**config.mk**
```make
export PLATFORM = sky130hd
export DESIGN_NAME = ram_burst_ctrl_flat
export DESIGN_NICKNAME = d
export VERILOG_FILES = /design/src/rtl/ram_burst_ctrl_if.sv /design/src/rtl/ram_burst_ctrl.sv /design/src/flat_wrapper.sv
export SDC_FILE = /design/constraint.sdc
export NUM_CORES = 1
export LEC_CHECK = 0
export BUFFER_PORTS_ARGS = -buffer_cell sky130_fd_sc_hd__buf_2
export CAP_MARGIN = 20
export CORE_MARGIN = 4
export CORE_UTILIZATION = 45
export DETAILED_ROUTE_END_ITERATION = 8
export GPL_TIMING_DRIVEN = 0
export HOLD_SLACK_MARGIN = 0.15
export PLACE_DENSITY = 0.79
export SLEW_MARGIN = 10
export SYNTH_ARGS = -nofsm -noshare
export SYNTH_HDL_FRONTEND = slang
export SYNTH_SLANG_ARGS = --single-unit
```
**constraint.sdc**
```tcl
create_clock -name clk -period 2.2 [get_ports clk]
set_input_delay 0.44 -clock clk [delete_from_list [all_inputs] [get_ports clk]]
set_output_delay 0.44 -clock clk [all_outputs]
set_load 0.005 [all_outputs]
```
**src/rtl/ram_burst_ctrl_if.sv**
```systemverilog
// Handshake, command and RAM-side bundle for ram_burst_ctrl.
// The slave modport is the controller; the master modport is its environment.
interface ram_burst_ctrl_if #(
    parameter int ADDR_W = 8,
    parameter int DATA_W = 32
);
    logic              wr_start;
    logic [ADDR_W-1:0] wr_base;
    logic              s_valid;
    logic [DATA_W-1:0] s_data;
    logic              s_last;
    logic              s_ready;
    logic              rd_start;
    logic [ADDR_W-1:0] rd_base;
    logic [ADDR_W:0]   rd_len;
    logic              m_valid;
    logic [DATA_W-1:0] m_data;
    logic              m_last;
    logic              m_ready;
    logic              busy;
    logic [ADDR_W:0]   wr_count;
    logic              ram_we;
    logic [ADDR_W-1:0] ram_addr;
    logic [DATA_W-1:0] ram_din;
    logic [DATA_W-1:0] ram_dout;

    modport slave (
        input  wr_start, wr_base, s_valid, s_data, s_last,
        input  rd_start, rd_base, rd_len, m_ready, ram_dout,
        output s_ready, m_valid, m_data, m_last, busy, wr_count,
        output ram_we, ram_addr, ram_din
    );

    modport master (
        output wr_start, wr_base, s_valid, s_data, s_last,
        output rd_start, rd_base, rd_len, m_ready, ram_dout,
        input  s_ready, m_valid, m_data, m_last, busy, wr_count,
        input  ram_we, ram_addr, ram_din
    );
endinterface

```
**src/rtl/ram_burst_ctrl.sv**
```systemverilog
// Burst loader/replayer for a 1-cycle registered-read RAM; writes land in the handshake cycle,
// replay reaches m_valid two edges after rd_start is taken, and a 2-deep skid absorbs m_ready stalls.
module ram_burst_ctrl #(
    parameter int ADDR_W = 8,
    parameter int DATA_W = 32
) (
    input  logic            clk,
    input  logic            rst,
    ram_burst_ctrl_if.slave bus
);
    localparam int DEPTH = 2**ADDR_W;

    typedef enum logic [1:0] {IDLE, WRITE, READ} state_t;

    state_t            state;
    logic [ADDR_W-1:0] ptr;
    logic [ADDR_W:0]   remaining;
    logic [ADDR_W:0]   wr_cnt;
    logic              s_rdy;
    logic              bsy;
    logic              inflight;
    logic              inflight_last;
    logic [1:0]        fcnt;
    logic [DATA_W-1:0] fdat0, fdat1;
    logic              flast0, flast1;

    logic              wr_hs;
    logic              pop;
    logic              push;
    logic              rd_issue;
    logic [1:0]        occupancy;

    // Occupancy counts the word leaving this cycle as gone, so reads stream back to back.
    always_comb begin
        wr_hs     = s_rdy & bus.s_valid & ~rst;
        pop       = (fcnt != 2'd0) & bus.m_ready;
        push      = inflight;
        occupancy = fcnt + {1'b0, inflight} - {1'b0, pop};
        rd_issue  = (state == READ) & (remaining != '0) & (occupancy < 2'd2) & ~rst;
    end

    assign bus.ram_we   = wr_hs;
    assign bus.ram_din  = bus.s_data;
    assign bus.ram_addr = (state == IDLE) ? '0 : ptr;
    assign bus.s_ready  = s_rdy;
    assign bus.busy     = bsy;
    assign bus.wr_count = wr_cnt;
    assign bus.m_valid  = (fcnt != 2'd0);
    assign bus.m_data   = fdat0;
    assign bus.m_last   = flast0 & (fcnt != 2'd0);

    always_ff @(posedge clk) begin
        if (rst) begin
            state         <= IDLE;
            ptr           <= '0;
            remaining     <= '0;
            wr_cnt        <= '0;
            s_rdy         <= 1'b0;
            bsy           <= 1'b0;
            inflight      <= 1'b0;
            inflight_last <= 1'b0;
            fcnt          <= 2'd0;
            fdat0         <= '0;
            fdat1         <= '0;
            flast0        <= 1'b0;
            flast1        <= 1'b0;
        end else begin
            inflight <= rd_issue;
            if (rd_issue) begin
                inflight_last <= (remaining == (ADDR_W+1)'(1));
            end

            case ({push, pop})
                2'b10: begin
                    if (fcnt == 2'd0) begin
                        fdat0  <= bus.ram_dout;
                        flast0 <= inflight_last;
                    end else begin
                        fdat1  <= bus.ram_dout;
                        flast1 <= inflight_last;
                    end
                    fcnt <= fcnt + 2'd1;
                end
                2'b01: begin
                    fdat0  <= fdat1;
                    flast0 <= flast1;
                    fcnt   <= fcnt - 2'd1;
                end
                2'b11: begin
                    if (fcnt == 2'd1) begin
                        fdat0  <= bus.ram_dout;
                        flast0 <= inflight_last;
                    end else begin
                        fdat0  <= fdat1;
                        flast0 <= flast1;
                        fdat1  <= bus.ram_dout;
                        flast1 <= inflight_last;
                    end
                end
                default: ;
            endcase

            case (state)
                IDLE: begin
                    if (bus.wr_start) begin
                        state  <= WRITE;
                        ptr    <= bus.wr_base;
                        wr_cnt <= '0;
                        s_rdy  <= 1'b1;
                        bsy    <= 1'b1;
                    end else if (bus.rd_start) begin
                        state     <= READ;
                        ptr       <= bus.rd_base;
                        remaining <= (bus.rd_len == '0) ? (ADDR_W+1)'(DEPTH) : bus.rd_len;
                        bsy       <= 1'b1;
                    end
                end
                WRITE: begin
                    if (wr_hs) begin
                        ptr    <= ptr + 1'b1;
                        wr_cnt <= wr_cnt + 1'b1;
                        if (bus.s_last || (wr_cnt == (ADDR_W+1)'(DEPTH-1))) begin
                            state <= IDLE;
                            s_rdy <= 1'b0;
                            bsy   <= 1'b0;
                        end
                    end
                end
                READ: begin
                    if (rd_issue) begin
                        ptr       <= ptr + 1'b1;
                        remaining <= remaining - 1'b1;
                    end
                    if (pop && flast0) begin
                        state <= IDLE;
                        bsy   <= 1'b0;
                    end
                end
                default: state <= IDLE;
            endcase
        end
    end
endmodule

```
**src/flat_wrapper.sv**
```systemverilog
// flat-port wrapper written by rule: the top's interface ports become plain ports
module ram_burst_ctrl_flat 
#(
    parameter int ADDR_W = 8,
    parameter int DATA_W = 32
)
  (clk, rst, bus_wr_start, bus_wr_base, bus_s_valid, bus_s_data, bus_s_last, bus_rd_start, bus_rd_base, bus_rd_len, bus_m_ready, bus_ram_dout, bus_s_ready, bus_m_valid, bus_m_data, bus_m_last, bus_busy, bus_wr_count, bus_ram_we, bus_ram_addr, bus_ram_din);
  ram_burst_ctrl_if #(.ADDR_W(ADDR_W), .DATA_W(DATA_W)) bus_i ();
  input  logic clk;
  input  logic rst;
  input wire logic [$bits(bus_i.wr_start)-1:0] bus_wr_start;
  input wire logic [$bits(bus_i.wr_base)-1:0] bus_wr_base;
  input wire logic [$bits(bus_i.s_valid)-1:0] bus_s_valid;
  input wire logic [$bits(bus_i.s_data)-1:0] bus_s_data;
  input wire logic [$bits(bus_i.s_last)-1:0] bus_s_last;
  input wire logic [$bits(bus_i.rd_start)-1:0] bus_rd_start;
  input wire logic [$bits(bus_i.rd_base)-1:0] bus_rd_base;
  input wire logic [$bits(bus_i.rd_len)-1:0] bus_rd_len;
  input wire logic [$bits(bus_i.m_ready)-1:0] bus_m_ready;
  input wire logic [$bits(bus_i.ram_dout)-1:0] bus_ram_dout;
  output wire logic [$bits(bus_i.s_ready)-1:0] bus_s_ready;
  output wire logic [$bits(bus_i.m_valid)-1:0] bus_m_valid;
  output wire logic [$bits(bus_i.m_data)-1:0] bus_m_data;
  output wire logic [$bits(bus_i.m_last)-1:0] bus_m_last;
  output wire logic [$bits(bus_i.busy)-1:0] bus_busy;
  output wire logic [$bits(bus_i.wr_count)-1:0] bus_wr_count;
  output wire logic [$bits(bus_i.ram_we)-1:0] bus_ram_we;
  output wire logic [$bits(bus_i.ram_addr)-1:0] bus_ram_addr;
  output wire logic [$bits(bus_i.ram_din)-1:0] bus_ram_din;
  assign bus_i.wr_start = bus_wr_start;
  assign bus_i.wr_base = bus_wr_base;
  assign bus_i.s_valid = bus_s_valid;
  assign bus_i.s_data = bus_s_data;
  assign bus_i.s_last = bus_s_last;
  assign bus_i.rd_start = bus_rd_start;
  assign bus_i.rd_base = bus_rd_base;
  assign bus_i.rd_len = bus_rd_len;
  assign bus_i.m_ready = bus_m_ready;
  assign bus_i.ram_dout = bus_ram_dout;
  assign bus_s_ready = bus_i.s_ready;
  assign bus_m_valid = bus_i.m_valid;
  assign bus_m_data = bus_i.m_data;
  assign bus_m_last = bus_i.m_last;
  assign bus_busy = bus_i.busy;
  assign bus_wr_count = bus_i.wr_count;
  assign bus_ram_we = bus_i.ram_we;
  assign bus_ram_addr = bus_i.ram_addr;
  assign bus_ram_din = bus_i.ram_din;
  ram_burst_ctrl #(.ADDR_W(ADDR_W), .DATA_W(DATA_W)) u_core (.clk(clk), .rst(rst), .bus(bus_i));
endmodule
```
# Word level (Yosys, flattened, before mapping)
# Index checks and enable logic that the tools add are counted.
# classes
addsub,7
multipliers,0
div,0
magnitude_cmp,1
n_eq_ne,19
n_shift,0
muxes,41
bitwise_logic,8
n_reduce_logical,21
# op_table
op,n
2-to-1 mux 32 bit,4
case mux 32 bit (3 select lines),1
case mux 32 bit (2 select lines),1
2-to-1 mux 9 bit,6
2-to-1 mux 8 bit,5
case mux 9 bit (2 select lines),2
case mux 8 bit (3 select lines),1
AND reduction 4 bit,4
"inequality test 2 bit, second input constant",7
2-to-1 mux 1 bit,10
2-to-1 mux 2 bit,5
nonzero test 2 bit,5
"adder 9 x 1 -> 9 bit, second input constant",1
"equality test 9 x 1 -> 1 bit, second input constant",1
"equality test 9 x 8 -> 1 bit, second input constant",1
logical NOT 9 bit,1
nonzero test 9 bit,1
"subtractor 9 x 1 -> 9 bit, second input constant",1
"adder 8 x 1 -> 8 bit, second input constant",1
bitwise AND 1 bit,7
"equality test 2 x 1 -> 1 bit, second input constant",3
"equality test 2 bit, second input constant",3
"inequality test 2 x 1 -> 1 bit, second input constant",3
case mux 1 bit (3 select lines),2
other kinds (17),21
# totals
register_bits,100
latch_bits,0
ramBits,0
romBits,0
in_bits,96
output_inout_bits,86
elab_cells,110
mem_count,0

# Depth between registers and ports, before layout
# Gate-level depths: netlist (run 1).
# logic_depth
word_depth,8
depth_mapped,11
mapped_depth_nobuf,10

# Least setup slack after synthesis (run 1)
# OpenSTA, ideal clock, no wires.
# synth_timing
kind,register -> register
from,reg u_core.fcnt[0]
to,reg u_core.ptr[3]
setup_ps,91
arrival_ps,2192
t_required_ps,2109
setup_slack_ps,-83
path_stages_with_launch,12
n_path_buf,1
period_less_slack_ps,2283
cell_sequence,dfxtp_1 -> inv_1 -> ha_1 -> nand2b_1 -> inv_1 -> ha_1 -> nor2b_1 -> xnor2_2 -> a31o_1 -> buf_2 -> a31oi_1 -> a311oi_1
# synth_via
elab_chain_cells,8
elab_cells_between_ends,9
classes_between,add/sub (2); order compare (1); eq/ne (1); bitwise (3); reduce/logical (2)
# synth_lines
item,line_no,text
from (decl),ram_burst_ctrl.sv:23,logic [1:0] fcnt;
from (signal assigned),ram_burst_ctrl.sv:82,fcnt <= fcnt + 2'd1;
from (signal assigned),ram_burst_ctrl.sv:87,fcnt <= fcnt - 2'd1;
"parallel branches: the longest is 2 deep, another holds adder 2 x 1 -> 2 bit",n/a,
subtractor 2 x 1 -> 2 bit (*),ram_burst_ctrl.sv:38,"occupancy = fcnt + {1'b0, inflight} - {1'b0, pop};"
< comparator 2 bit (*),ram_burst_ctrl.sv:39,rd_issue = (state == READ) & (remaining != '0) & (occupancy < 2'd2) & ~rst;
bitwise AND 1 bit (*) (2 in a row),ram_burst_ctrl.sv:39,
inequality test 2 x 1 -> 1 bit (no line) (*),n/a,
AND reduction 4 bit (no line) (*),n/a,
to (signal assigned),ram_burst_ctrl.sv:107,ptr <= bus.wr_base;
to (signal assigned),ram_burst_ctrl.sv:113,ptr <= bus.rd_base;
to (signal assigned),ram_burst_ctrl.sv:120,ptr <= ptr + 1'b1;
to (decl),ram_burst_ctrl.sv:16,logic [ADDR_W-1:0] ptr;
# Mark *: on every way between the ends.
# A chain may end at the register's enable or synchronous reset.

# Worst setup path after layout (run 1)
# layout_timing
from,reg u_core.fcnt[1]
to,reg u_core.ptr[7]
# Same word-level chain as after synthesis.

==> flow_summary.toml, run 1 <==
[run_status]
outcome = "complete, no violations"

[sta]
fin_setup_tns_ns = 0
final.setup.worst_slack_ns = 0.01214
setup_viol = 0
final.setup_skew_ns = 0.01497
period_share_pct = 99.45
period_needed_ns = 2.188
maxSlewViolCount = 0
worst_slew_pin_slew_ns = 0.6935
clock.fmax_mhz = 457.1
rsz0062_at_grt = "yes"
relSlewSlack_pct = 53.76
final_hold_viol_count = 0

[place]
dp_hpwl_um = 10120
place_congestion = 0.8424
dp_cells = 911
port_buffers = 148
place_ws_ns = -0.3457

[min_path]
hold_path_class = "in2reg"
holdPathStages = 3
hp-start = "bus_ram_dout[20]"
hold_end = "u_core.fdat1[20]$_SDFFE_PP0P_"

[worst_setup_path]
rr_endpoint = "u_core.ptr[7]$_SDFFE_PP0P_"
r2r-start = "u_core.fcnt[1]$_SDFFE_PP0N_"
crit_type = "reg2reg"
reg2reg_depth = 11
crit_path_end_kind = "flip-flop"
crit_path_start_kind = "flip-flop"
critPathRequiredTime_ns = 2.47
rrSetupSlack_ns = 0.01
cp_max_fo = 7
critPathArrivalTime_ns = 2.46

[yosys]
ys_seq_area_share_pct = 39.51
ys_top_cells_by_area = "dfxtp_1 40%, nand2_1 6.7%, a21oi_1 5.5%"
synth_top_area_share_pct = 39.51
synthTopCellsByCount = "100 x dfxtp_1, 90 x nand2_1, 56 x a21oi_1"
ys_ff_latch = 100
ys.flop_type = "dfxtp_1"
async_flop_share_pct = 0
yosysMostFrequentCell = "dfxtp_1"
ys.warnings.count = 0
synth_nets = 735
synth_edf_count = 0
synth_area_per_cell_um2 = 8.134
synthDistinctLibCells = 52
yosysTopAreaCell = "dfxtp_1"
synth_area_um2 = 5067
syn_inst = 623

[floorplanning]
die_area_um2 = 13020
start_util_pct = 46.34
die_w_um = 114.1
die_h_um = 114.1
io-pin-count = 182
core_area_um2 = 10940
rows = 38

[detailed_routing]
routedWlPerCell_um = 15.09
vias = 4987
drt_first_pass_iters = 5
wirelength_um = 14190
drtIter0Drc = 343
vias_per_cell = 5.305
drc = 0
drtAntennaViolNets = 0

[clock_tree]
insertion_delay_ns = 0.35
clkTransAtPathRegs_ns = 0.08
cts_tree = "yes"
clock_path_buffers = 2
htree_levels = 3
clock_sinks = 100
cts_buffers = 9
ctsRootBufferMaster = "clkbuf_16"

[final_layout]
area_growth_pct = 31.14
n_antenna_cell = 0
drive_above_1_share_pct = 34.88
fin_util_pct = 60.77
instances_no_fill = 940
fill_cells = 998
nets = 907

[global_routing]
grt_max_degree = 19
overflow = 0
grtUsageTotal_pct = 20.50
first_global_vias = 4623
antenna_found_initial = 0
grt_pass1_wl_um = 21940

[power]
power.density_nw_per_um2 = 1004
power.leakage_uw = 0.002843
ir_worst_vdd_uv = 534.1
p_total_uw = 6673

[flow_run]
cap_violations = 0
[per-stage QoR]
| step | hold slack, ns | instance area [µm²] |
|---|---|---|
| floorplan | 0.4360 | 5072 |
| global placement | 0.4410 | 5988 |
| detailed placement | 0.4470 | 5988 |
| CTS | 0.3367 | 6481 |
| global route | 0.3404 | 6645 |
| finish | 0.3424 | 6645 |
[state kept, by name (all words and copies together) (netlist names)]
signal	cells
u_core.inflight	1
u_core.bus.busy	1
u_core.state	2
u_core.bus.wr_count	9
u_core.flast1	1
u_core.fdat1	32
u_core.inflight_last	1
u_core.bus.s_ready	1
u_core.flast0	1
u_core.bus.m_data	32
u_core.fcnt	2
u_core.remaining	9
u_core.ptr	8
[power breakdown]
part	internal [µW]	switching (µW)
sequential	2160	229
clock	935	723
combinational	1170	1460
total	4260	2410
[routing by layer]
metal  vias to the layer above  routed length, µm  global-route usage (%)
met1                      2303               6206                   26.32
met4                         0                267                   7.205
met3                        19                893                   4.228
met2                       171               6819                   34.23
met5                         -                  0                       0
li1                       2494                  -                       -
[cell usage in the layout, fill, tap and decap left out, types with 8 or more instances in the layout]
| cell type | Yosys | layout |
|---|---|---|
| dfxtp_1 | 100 | 98 |
| buf_4 | 32 | 38 |
| buf_6 | 1 | 8 |
| a22oi_1 | 34 | 33 |
| nor3_1 | 9 | 9 |
| nor2b_1 | 13 | 11 |
| clkbuf_1 | 24 | 13 |
| inv_1 | 18 | 15 |
| nand2_1 | 90 | 90 |
| mux2i_1 | 9 | 9 |
| ha_1 | 16 | 12 |
| clkbuf_16 | 0 | 9 |
| buf_2 | 7 | 160 |
| a21oi_1 | 56 | 52 |
| nand3_1 | 12 | 11 |
| a21oi_2 | 4 | 8 |
| o21ai_0 | 14 | 14 |
| a211oi_1 | 36 | 34 |
| nor2_1 | 55 | 54 |
[logic make-up (layout without fill, tap and decap cells)]
group / after synthesis / in the layout / synth area share [%]
flip-flops: 100 / 100 / 39.51
adder cells (fa/ha/maj): 16 / 16 / 3.951
AND/OR/NAND/NOR: 216 / 216 / 19.60
XOR/XNOR: 9 / 9 / 1.704
multiplexers: 10 / 10 / 2.000
buffers and inverters: 92 / 269 / 9.506
AO/OA/AOI/OAI: 180 / 180 / 23.73
[worst max path at each step]
stage / startpoint / to / slack, ns / cells past startpoint
after floorplan: u_core.fcnt[0]$_SDFFE_PP0N_ / u_core.ptr[7]$_SDFFE_PP0P_ / 0.0003 / 10
after global placement: u_core.fcnt[1]$_SDFFE_PP0N_ / u_core.bus.m_data[3]$_SDFFE_PP0P_ / -0.33 / 9
after detailed placement: u_core.fcnt[0]$_SDFFE_PP0N_ / u_core.bus.m_data[7]$_SDFFE_PP0P_ / -0.35 / 10
after CTS: u_core.fcnt[1]$_SDFFE_PP0N_ / u_core.remaining[6]$_SDFFE_PP0P_ / 0.01 / 12
after global routing: u_core.fcnt[1]$_SDFFE_PP0N_ / u_core.remaining[3]$_SDFFE_PP0P_ / -0.07 / 12
final: u_core.fcnt[1]$_SDFFE_PP0N_ / u_core.ptr[7]$_SDFFE_PP0P_ / 0.01 / 11
[layout make-up]
class / count / area (µm²) / share of cell area [%]
Multi-Input combinational cell: 431 / 2770 / 41.69
Sequential cell: 100 / 2007 / 30.20
Timing Repair Buffer: 162 / 869.6 / 13.09
Buffer: 72 / 427.9 / 6.439
Clock buffer: 10 / 239.0 / 3.596
Tap cell: 140 / 175.2 / 2.636
Clock inverter: 6 / 80.08 / 1.205
Inverter: 19 / 76.32 / 1.149
[worst max-delay path, stage by stage, from the launching register on]
cell,delay [ns]
dfxtp_4,0.35
inv_4,0.07
ha_4,0.15
nand2b_4,0.15
inv_4,0.05
ha_4,0.17
xor2_4,0.16
xnor2_4,0.26
buf_6,0.14
a31oi_4,0.12
or3_1,0.37
a21oi_1,0.12
[what timing repair did]
action	in CTS	in global routing
hold buffers	0	0
gates resized for setup	35	40
pin swaps	3	14
gates cloned	1	1
setup buffers	6	6
setup endpoints to repair	79	75
Power figures use the tool's default switching activity.
==> run 2: changes to the inputs <==
CELL_PAD_IN_SITES_DETAIL_PLACEMENT = 1   (was unset)
CELL_PAD_IN_SITES_GLOBAL_PLACEMENT = 2   (was unset)
CORE_UTILIZATION = 25   (was 45)
==> flow_summary.toml, run 2 (synthesis results as in run 1) <==
[run_status]
outcome = "complete, no violations"

[clock_tree]
insertion_delay_ns = 0.35
cts_buffers = 9
clock_path_buffers = 2
cts_tree = "yes"
htree_levels = 3
cts_hold_buffers = 0
clock_sinks = 100
ctsRootBufferMaster = "clkbuf_16"
clkTransAtPathRegs_ns = 0.07

[worst_setup_path]
critPathArrivalTime_ns = 2.40
r2r-start = "u_core.fcnt[1]$_SDFFE_PP0N_"
crit_start = "u_core.fcnt[1]$_SDFFE_PP0N_"
crit_chain = "inv_4, ha_4, nand2b_4, inv_4, ha_4, nor2b_4, xnor2_4, buf_12, a31o_4, buf_6, a31oi_4, a311oi_2"
crit_path_start_kind = "flip-flop"
critPathRequiredTime_ns = 2.40
cp_slowest_cell = "dfxtp_4"
slowest_delay_ns = 0.36
cp_max_fo = 6
crit_type = "reg2reg"
crit_path_end_kind = "flip-flop"

[global_routing]
antenna_found_initial = 2
overflow = 0
first_global_vias = 4985
grt_max_degree = 17
grtUsageTotal_pct = 14.40
grt_pass1_wl_um = 25830

[detailed_routing]
routedWlPerCell_um = 15.58
vias = 4957
drc = 0
drt_first_pass_iters = 4
vias_per_cell = 4.659
drtIter0Drc = 171
wirelength_um = 16570
drtAntennaViolNets = 0

[sta]
final_hold_viol_count = 0
rsz0062_at_grt = "yes"
final.setup_skew_ns = 0.008790
setup_viol = 0
worst_slew_pin_slew_ns = 0.7018
maxSlewViolCount = 0
period_needed_ns = 2.198
holdWs_ns = 0.3321
clock.fmax_mhz = 455.0
relSlewSlack_pct = 53.22
period_share_pct = 99.90

[floorplanning]
core_area_um2 = 19720
io-pin-count = 182
rows = 51
start_util_pct = 25.70
die_w_um = 150.4
die_area_um2 = 22610
die_h_um = 150.4

[final_layout]
fin_util_pct = 34.91
drive_above_1_share_pct = 35.29
fill_cells = 2408
final_common_cell = "buf_2"
n_antenna_cell = 0
multiInputGateArea_um2 = 2821
regArea_um2 = 2007
nets = 908
instances_no_fill = 1064
mostFrequentLayoutCells = "156 x buf_2, 98 x dfxtp_1, 90 x nand2_1, 53 x nor2_1, 52 x a21oi_1"
area_growth_pct = 35.85

[min_path]
hp-start = "bus_ram_dout[1]"
hold_path_class = "in2reg"

[place]
dp_cells = 1036
port_buffers = 148
dp_hpwl_um = 12350
place_congestion = 0.7707

[power]
power.leakage_uw = 0.002862
ir_worst_vdd_uv = 401.6
power.density_nw_per_um2 = 1007

[flow_run]
cap_violations = 0
==> run 2: layout make-up <==
cell class | count | share of cell area [%]
repair buffers | 161 | 12.63
multi-input cells | 432 | 40.99
plain buffers | 73 | 6.779
clock inverters | 5 | 1.254
inverters | 19 | 1.109
clock buffers | 9 | 3.272
well taps | 265 | 4.816
flip-flops and latches | 100 | 29.15
==> run 2: timing repair <==
item                       4_1_cts  5_1_grt
gates resized for setup         38       54
buffers inserted                 7        5
pin swaps                        7       18
cloned                           3        0
setup endpoints to repair       78       88
hold endpoints to repair         0        0
==> run 2: path summary, 6_finish.rpt <==
check	to	cells past startpoint	slack, ns
max	u_core.ptr[3]$_SDFFE_PP0P_	12	0.002
min	u_core.fdat1[1]$_SDFFE_PP0P_	3	0.33
max reg2reg	u_core.ptr[3]$_SDFFE_PP0P_	12	0.002
min reg2reg	u_core.flast1$_SDFFE_PP0P_	2	0.46
==> run 2: power breakdown <==
| group | total (µW) | internal (µW) | switching [µW] | leakage [µW] |
|---|---|---|---|---|
| sequential | 2400 | 2160 | 240 | 0.000814 |
| combinational | 2810 | 1260 | 1550 | 0.00190 |
| clock | 1730 | 996 | 733 | 0.000152 |
| total | 6930 | 4410 | 2520 | 0.00286 |
==> run 2: per-stage QoR <==
stage | instance area [µm²] | setup TNS (ns) | worst slack [ns] | total power, µW
3_3_place_gp | 6145 | -20.99 | -0.3442 | 4746
2_1_floorplan | 5072 | 0 | 0.0003384 | 3895
4_1_cts | 6694 | 0 | 0.01621 | 6843
5_1_grt | 6884 | -0.8601 | -0.08667 | 7432
6_report | 6884 | 0 | 0.002123 | 6934
3_5_place_dp | 6145 | -23.68 | -0.4298 | 4771
==> run 2: critical path: cells and delay by family, from the launching register on <==
| family | cells | cell delay (ns) |
|---|---|---|
| AO/OA/AOI/OAI | 3 | 0.46 |
| AND/OR/NAND/NOR | 2 | 0.33 |
| flip-flops | 1 | 0.36 |
| adder cells (fa/ha/maj) | 2 | 0.38 |
| buffers and inverters | 4 | 0.41 |
| XOR/XNOR | 1 | 0.09 |
==> run 2: layer usage <==
layer	track usage [%]	wire length (µm)	up-vias
met5	0	21	-
met4	4.300	210	4
met3	2.920	892	15
met2	23.41	7856	108
met1	19.30	7594	2333
li1	-	-	2497
